**config.mk**
```make
export PLATFORM = sky130hd
export DESIGN_NAME = seq_divider_8by4_flat
export DESIGN_NICKNAME = d
export VERILOG_FILES = /design/src/rtl/mac8_pkg.sv /design/src/rtl/seq_divider_8by4_if.sv /design/src/rtl/seq_divider_8by4_sub_stage.sv /design/src/rtl/seq_divider_8by4.sv /design/src/flat_wrapper.sv
export SDC_FILE = /design/constraint.sdc
export NUM_CORES = 1
export LEC_CHECK = 0
export BUFFER_PORTS_ARGS = -buffer_cell sky130_fd_sc_hd__buf_4
export CORE_MARGIN = 5
export CORE_UTILIZATION = 50
export CTS_CLUSTER_DIAMETER = 200
export DETAILED_ROUTE_END_ITERATION = 10
export PLACE_DENSITY = 0.69
export SYNTH_ARGS = -nofsm -noshare
export SYNTH_HDL_FRONTEND = slang
export SYNTH_SLANG_ARGS = --single-unit
```
**constraint.sdc**
```tcl
create_clock -name clk -period 3 [get_ports clk]
set_input_delay 0.15 -clock clk [delete_from_list [all_inputs] [get_ports clk]]
set_output_delay 0.15 -clock clk [all_outputs]
set_load 0.05 [all_outputs]
```
**src/rtl/mac8_pkg.sv**
```systemverilog
// Shared definitions for the MAC8 datapath neighbours: widths, FSM encoding and
// the constant quotient reported for a zero divisor.
package mac8_pkg;

    localparam int DIVIDEND_W = 8;
    localparam int DIVISOR_W  = 4;
    localparam int COUNT_W    = 3;

    localparam logic [DIVIDEND_W-1:0] DIV0_QUOTIENT = 8'hFF;
    localparam logic [COUNT_W-1:0]    LAST_ITER     = 3'd7;

    typedef enum logic [1:0] {
        IDLE = 2'd0,
        RUN  = 2'd1,
        DONE = 2'd2
    } div_state_e;

endpackage

```
**src/rtl/seq_divider_8by4_if.sv**
```systemverilog
// Start/done handshake and operand/result bus of the sequential 8-by-4 divider.
interface seq_divider_8by4_if;
    import mac8_pkg::*;

    logic                  start;
    logic [DIVIDEND_W-1:0] dividend;
    logic [DIVISOR_W-1:0]  divisor;
    logic                  busy;
    logic                  done;
    logic [DIVIDEND_W-1:0] quotient;
    logic [DIVISOR_W-1:0]  remainder;
    logic                  div_by_zero;

    modport master (
        output start, dividend, divisor,
        input  busy, done, quotient, remainder, div_by_zero
    );

    modport slave (
        input  start, dividend, divisor,
        output busy, done, quotient, remainder, div_by_zero
    );

endinterface

```
**src/rtl/seq_divider_8by4_sub_stage.sv**
```systemverilog
// One restoring-division step: 5-bit trial compare/subtract of T against the divisor.
module div_sub_stage
    import mac8_pkg::*;
(
    input  logic [DIVISOR_W:0]   t,
    input  logic [DIVISOR_W-1:0] d,
    output logic [DIVISOR_W-1:0] r_next,
    output logic                 q_bit
);

    logic [DIVISOR_W-1:0] diff_s;

    // The new remainder is always below D, so its low four bits carry all of it.
    always_comb begin
        q_bit  = (t >= {1'b0, d});
        diff_s = t[DIVISOR_W-1:0] - d;
        if (q_bit) begin
            r_next = diff_s;
        end else begin
            r_next = t[DIVISOR_W-1:0];
        end
    end

endmodule

```
**src/rtl/seq_divider_8by4.sv**
```systemverilog
// Sequential restoring divider, 8-bit dividend by 4-bit divisor, one quotient bit
// per clock, with start/done control and registered results.
module seq_divider_8by4
    import mac8_pkg::*;
(
    input  logic              clk,
    input  logic              rst_n,
    seq_divider_8by4_if.slave bus
);

    div_state_e            state_r;
    div_state_e            state_n;
    logic [DIVIDEND_W-1:0] q_r;
    logic [DIVISOR_W-1:0]  d_r;
    logic [DIVISOR_W-1:0]  r_r;
    logic [COUNT_W-1:0]    cnt_r;
    logic                  pend_r;
    logic                  busy_r;
    logic                  done_r;
    logic                  dbz_r;
    logic [DIVIDEND_W-1:0] quotient_r;
    logic [DIVISOR_W-1:0]  remainder_r;

    logic                  accept_s;
    logic                  run_finish_s;
    logic                  dz_finish_s;
    logic                  div_zero_s;
    logic [DIVISOR_W:0]    trial_s;
    logic [DIVISOR_W-1:0]  r_next_s;
    logic                  q_bit_s;

    assign div_zero_s = (bus.divisor == {DIVISOR_W{1'b0}});
    assign trial_s    = {r_r, q_r[DIVIDEND_W-1]};

    div_sub_stage u_sub (
        .t      (trial_s),
        .d      (d_r),
        .r_next (r_next_s),
        .q_bit  (q_bit_s)
    );

    // FSM state register.
    always_ff @(posedge clk) begin
        if (!rst_n) begin
            state_r <= IDLE;
        end else begin
            state_r <= state_n;
        end
    end

    // Next state and control strobes; a zero divisor waits one cycle in IDLE
    // (pend_r) and then jumps straight to DONE without raising busy.
    always_comb begin
        state_n      = state_r;
        accept_s     = 1'b0;
        run_finish_s = 1'b0;
        dz_finish_s  = 1'b0;
        case (state_r)
            IDLE: begin
                if (pend_r) begin
                    dz_finish_s = 1'b1;
                    state_n     = DONE;
                end else if (bus.start) begin
                    accept_s = 1'b1;
                    state_n  = div_zero_s ? IDLE : RUN;
                end else begin
                    state_n = IDLE;
                end
            end
            RUN: begin
                if (cnt_r == LAST_ITER) begin
                    run_finish_s = 1'b1;
                    state_n      = DONE;
                end else begin
                    state_n = RUN;
                end
            end
            DONE: begin
                if (bus.start) begin
                    accept_s = 1'b1;
                    state_n  = div_zero_s ? IDLE : RUN;
                end else begin
                    state_n = IDLE;
                end
            end
            default: begin
                state_n = IDLE;
            end
        endcase
    end

    // Working registers, status flags and result registers.
    always_ff @(posedge clk) begin
        if (!rst_n) begin
            q_r         <= {DIVIDEND_W{1'b0}};
            d_r         <= {DIVISOR_W{1'b0}};
            r_r         <= {DIVISOR_W{1'b0}};
            cnt_r       <= {COUNT_W{1'b0}};
            pend_r      <= 1'b0;
            busy_r      <= 1'b0;
            done_r      <= 1'b0;
            dbz_r       <= 1'b0;
            quotient_r  <= {DIVIDEND_W{1'b0}};
            remainder_r <= {DIVISOR_W{1'b0}};
        end else begin
            busy_r <= (state_n == RUN);
            done_r <= (state_n == DONE);
            pend_r <= accept_s & div_zero_s;
            if (accept_s) begin
                q_r   <= bus.dividend;
                d_r   <= bus.divisor;
                r_r   <= {DIVISOR_W{1'b0}};
                cnt_r <= {COUNT_W{1'b0}};
                dbz_r <= 1'b0;
            end else if (state_r == RUN) begin
                q_r   <= {q_r[DIVIDEND_W-2:0], q_bit_s};
                r_r   <= r_next_s;
                cnt_r <= cnt_r + 3'd1;
            end
            if (run_finish_s) begin
                quotient_r  <= {q_r[DIVIDEND_W-2:0], q_bit_s};
                remainder_r <= r_next_s;
            end else if (dz_finish_s) begin
                quotient_r  <= DIV0_QUOTIENT;
                remainder_r <= q_r[DIVISOR_W-1:0];
                dbz_r       <= 1'b1;
            end
        end
    end

    assign bus.busy        = busy_r;
    assign bus.done        = done_r;
    assign bus.quotient    = quotient_r;
    assign bus.remainder   = remainder_r;
    assign bus.div_by_zero = dbz_r;

endmodule
```
**src/flat_wrapper.sv**
```systemverilog
// flat-port wrapper written by rule: the top's interface ports become plain ports
module seq_divider_8by4_flat import mac8_pkg::*;
  (clk, rst_n, bus_start, bus_dividend, bus_divisor, bus_busy, bus_done, bus_quotient, bus_remainder, bus_div_by_zero);
  seq_divider_8by4_if bus_i ();
  input  logic clk;
  input  logic rst_n;
  input wire logic [$bits(bus_i.start)-1:0] bus_start;
  input wire logic [$bits(bus_i.dividend)-1:0] bus_dividend;
  input wire logic [$bits(bus_i.divisor)-1:0] bus_divisor;
  output wire logic [$bits(bus_i.busy)-1:0] bus_busy;
  output wire logic [$bits(bus_i.done)-1:0] bus_done;
  output wire logic [$bits(bus_i.quotient)-1:0] bus_quotient;
  output wire logic [$bits(bus_i.remainder)-1:0] bus_remainder;
  output wire logic [$bits(bus_i.div_by_zero)-1:0] bus_div_by_zero;
  assign bus_i.start = bus_start;
  assign bus_i.dividend = bus_dividend;
  assign bus_i.divisor = bus_divisor;
  assign bus_busy = bus_i.busy;
  assign bus_done = bus_i.done;
  assign bus_quotient = bus_i.quotient;
  assign bus_remainder = bus_i.remainder;
  assign bus_div_by_zero = bus_i.div_by_zero;
  seq_divider_8by4 u_core (.clk(clk), .rst_n(rst_n), .bus(bus_i));
endmodule
```
==> flow_results.org <==
** STA
- Setup repair after global routing left no endpoint under its margin.
- Based on the critical path, the design can be clocked at up to 0.527 GHz.
- Pins Over Slew Limit :: 0
- At the pin with the least slew margin, the transition time is 0.629 ns.
- Clock tree skew after final layout :: 0.00436 ns
- The worst path uses 63.2% of the clock period.
- The worst pin sits at a relative slew slack of 58.0%.
- The final count of hold timing violations is 0.
- The worst path meets setup with 1.10 ns of slack.
- Min cycle time layout :: 1.90 ns
- Setup TNS :: 0 ns
- Setup violations remaining at the end of the flow were counted as 0.

** Yosys
- Cell count after synthesis :: 180
- Synthesis instantiated 37 different standard cells from the library.
- After synthesis, the cell types taking the most area are sky130_fd_sc_hd__dfxtp_1 (44%), sky130_fd_sc_hd__nand2_1 (6.2%), sky130_fd_sc_hd__o221a_2 (5.3%), sky130_fd_sc_hd__ha_1 (4.4%), sky130_fd_sc_hd__a22oi_1 (3.5%).
- The top cell type by area accounts for 43.6% of the synthesized area.
- Counting flops with an async set or reset pin after synthesis yields a share of 0%.
- In the synthesized netlist the dominant register cell turns out to be sky130_fd_sc_hd__dfxtp_1.
- Proportion of synthesized chip area in sequential cells :: 43.6%
- When the netlist entered floorplanning its net count stood at 202.
- Each instance of the synthesized netlist takes up on average 9.45 sq um.
- Netlist area before placement :: 0.00170 sq mm
- Most frequent cell after synthesis :: sky130_fd_sc_hd__dfxtp_1
- Top post-synthesis cells by count :: sky130_fd_sc_hd__dfxtp_1 (37), sky130_fd_sc_hd__nand2_1 (28)
- Number of flops mapped to enable cells by yosys :: 0
- Largest area contributor in the netlist :: sky130_fd_sc_hd__dfxtp_1
- For this run, the number of Yosys warnings is 0.
- Post-synthesis sequential element count :: 37

** Routing
- The count of nets left with antenna violations once routing finished came out at 0.
- DRC :: 0
- Count of routing violations after the opening detailed-route iteration :: 100
- After detailed routing, the total wire length is 3.81 mm.
- Dividing the detail-routed via count by the number of cells gives 5.56.
- Detailed Routing Iterations Pass 1 :: 4
- Wire length per cell :: 14.9 um
- Across all layers, the routed design uses 1417 vias.

** Critical path
- The slowest stage of the critical path belongs to the cell sky130_fd_sc_hd__mux2_4.
- The signal on the critical path passes through inv_1 -> ha_1 -> nand2b_1 -> a211oi_2 -> o21ai_2 -> mux2_4 -> o22ai_2.
- Worst setup path class :: register to register
- Launching element type of the critical path :: register
- In this run the worst path has a maximum fanout of 7.
- Max incr delay on CP :: 0.36 ns
- Count of cells along the worst register-to-register path :: 7
- Data on the critical path arrives at its endpoint at 2.17 ns.
- Setup crit end kind :: register
- STA puts the critical path data required time at 3.27 ns.

** Placement
- HPWL after DPL :: 2.86 mm
- Input and output buffers added on the ports amount to 29.
- Routability-driven placement finished with a final weighted congestion of 0.843.
- After detailed placement, the total cell area comes to 0.00194 sq mm.
- Prior to clock tree synthesis, the placed netlist has a worst setup slack of 1.14 ns.

** Cells and area
- Antenna cell count :: 0
- Post-route core utilization :: 61.1%
- Final Instance Area :: 0.00202 sq mm
- Layout cell share with drive strength beyond 1 :: 25.8%
- In the final design database the tool counted 230 nets.
- Compared with the post-synthesis result, the final layout area differs by 19.0%.

** Floorplan
- From bottom edge to top edge, the die measures 68.3 um.
- Total die area :: 0.00467 sq mm
- Initial Utilization :: 51.4%
- Std-Cell Core Area :: 0.00331 sq mm
- Row generation in the floorplan step produced 21 rows.
- During I/O placement, the number of pins put on the boundary was 30.
- In this run the horizontal extent of the chip is 68.3 um.

** Clock tree
- Clock insertion delay at the later pin of the skew report :: 0.34 ns
- In this run the clock root is driven by a sky130_fd_sc_hd__clkbuf_4.
- Count of hold-fix buffers inserted at cts :: 0
- CTS tree :: yes
- The H-tree generated during clock tree synthesis spans 2 levels.
- Max clock buf depth :: 2
- The number of gates resized after CTS was 0.
- TritonCTS buffer count :: 5
- TritonCTS Sinks :: 37
- Number of setup buffers added after CTS :: 0
- Clock-pin slew was measured on the worst setup and hold paths at 0.11 ns.

** Global routing
- Global-route wire length before repair :: 6.47 mm
- Maximum number of pins on one net before global-route repair :: 33
- Across every metal layer, demand over resource in global routing totals 18.7%.
- GR Overflow Total :: 0
- The number of global-route vias before repair is 1432.
- Antenna violations before repair :: 0

** Min path
- The worst hold path belongs to the class primary input to register.
- Counting instances, the worst hold path has a depth of 3.

** Pwr
- Standby leakage power :: 0.823 nW
- In this run the power density over the cells is 526 mW/mm^2.
- The worst-case IR drop observed on VDD is 0.383 mV.
- Total power :: 1.06 mW

** Outcome
- Result of the run :: completed

** Run
- Max-capacitance violation count :: 0
## metrics by stage
stage               cells  hold slack [ns]
floorplan             180            0.295
global placement      247            0.417
detailed placement    247            0.427
CTS                   255           0.0559
global route          255           0.0644
finish                255           0.0694
## final cells by class
type	count	area, sq um
clock inverter	1	30.0
tap	46	57.6
multi-input combinational	128	896
inverter	7	26.3
sequential	37	741
timing repair buffer	29	218
fill	317	1290
clock buffer	7	55.1
## where the power goes
group,internal [mW],switching [mW],leakage (nW)
logic,0.0712,0.101,0.476
clock network,0.199,0.162,0.0455
registers,0.511,0.0193,0.301
## critical path, delay by kind of cell (launching register included)
kind	cells	cell delay [ns]
buffers and inverters	1	0.06
adders and majority gates	1	0.29
muxes	1	0.36
DFF	1	0.35
and+or+nand+nor	1	0.17
AOI/OAI and AO/OA	3	0.59
## registers in the layout, indices dropped and copies added (netlist names), 2 cells and up
register and flops:
u_core.r_r 4, u_core.cnt_r 3, u_core.state_r 2, u_core.bus.quotient 8, u_core.d_r 4, u_core.bus.remainder 4, u_core.q_r 8
## worst paths after layout
kind | start | slack [ns] | endpoint
worst max-delay path | u_core.q_r[7] | 1.10 | u_core.r_r[0]
worst min-delay path | bus_divisor[3] | 0.07 | u_core.d_r[3]
worst max register to register | u_core.q_r[7] | 1.10 | u_core.r_r[0]
worst min register to register | u_core.cnt_r[1] | 0.47 | u_core.cnt_r[1]
## cell families after synthesis
family / Yosys count / share of synthesized area [%]
compound gates: 55 / 25.3
xor+xnor: 2 / 1.03
fa+ha+maj: 7 / 5.59
buf+inv: 15 / 3.75
flops: 37 / 43.6
mux: 6 / 3.83
simple gates: 58 / 16.9
## layout by cell type, fill, tap and decap left out, types with 2 or more instances in the layout
cell,instances
sky130_fd_sc_hd__o21ai_0,4
sky130_fd_sc_hd__a21oi_1,8
sky130_fd_sc_hd__a21boi_1,6
sky130_fd_sc_hd__nand3_1,2
sky130_fd_sc_hd__mux2i_1,5
sky130_fd_sc_hd__nor2b_1,7
sky130_fd_sc_hd__o21ai_2,2
sky130_fd_sc_hd__buf_4,29
sky130_fd_sc_hd__dfxtp_1,37
sky130_fd_sc_hd__inv_1,7
sky130_fd_sc_hd__nor2_4,3
sky130_fd_sc_hd__o221a_2,8
sky130_fd_sc_hd__xor2_1,2
sky130_fd_sc_hd__nand2b_1,3
sky130_fd_sc_hd__o21ai_1,2
sky130_fd_sc_hd__a21boi_0,5
sky130_fd_sc_hd__ha_1,6
sky130_fd_sc_hd__a22oi_1,8
sky130_fd_sc_hd__clkbuf_4,5
sky130_fd_sc_hd__and2_1,4
sky130_fd_sc_hd__o2bb2ai_1,3
sky130_fd_sc_hd__nor2_1,8
sky130_fd_sc_hd__o22ai_1,2
sky130_fd_sc_hd__nand2_1,28
## routing by layer
layer	vias to the layer above	track usage (%)	wire, um
li1	703	-	-
met1	671	22.8	1790
met2	36	30.8	1770
met3	7	4.60	194
met4	0	8.68	55
met5	-	0	0
Power figures use the tool's default switching activity.
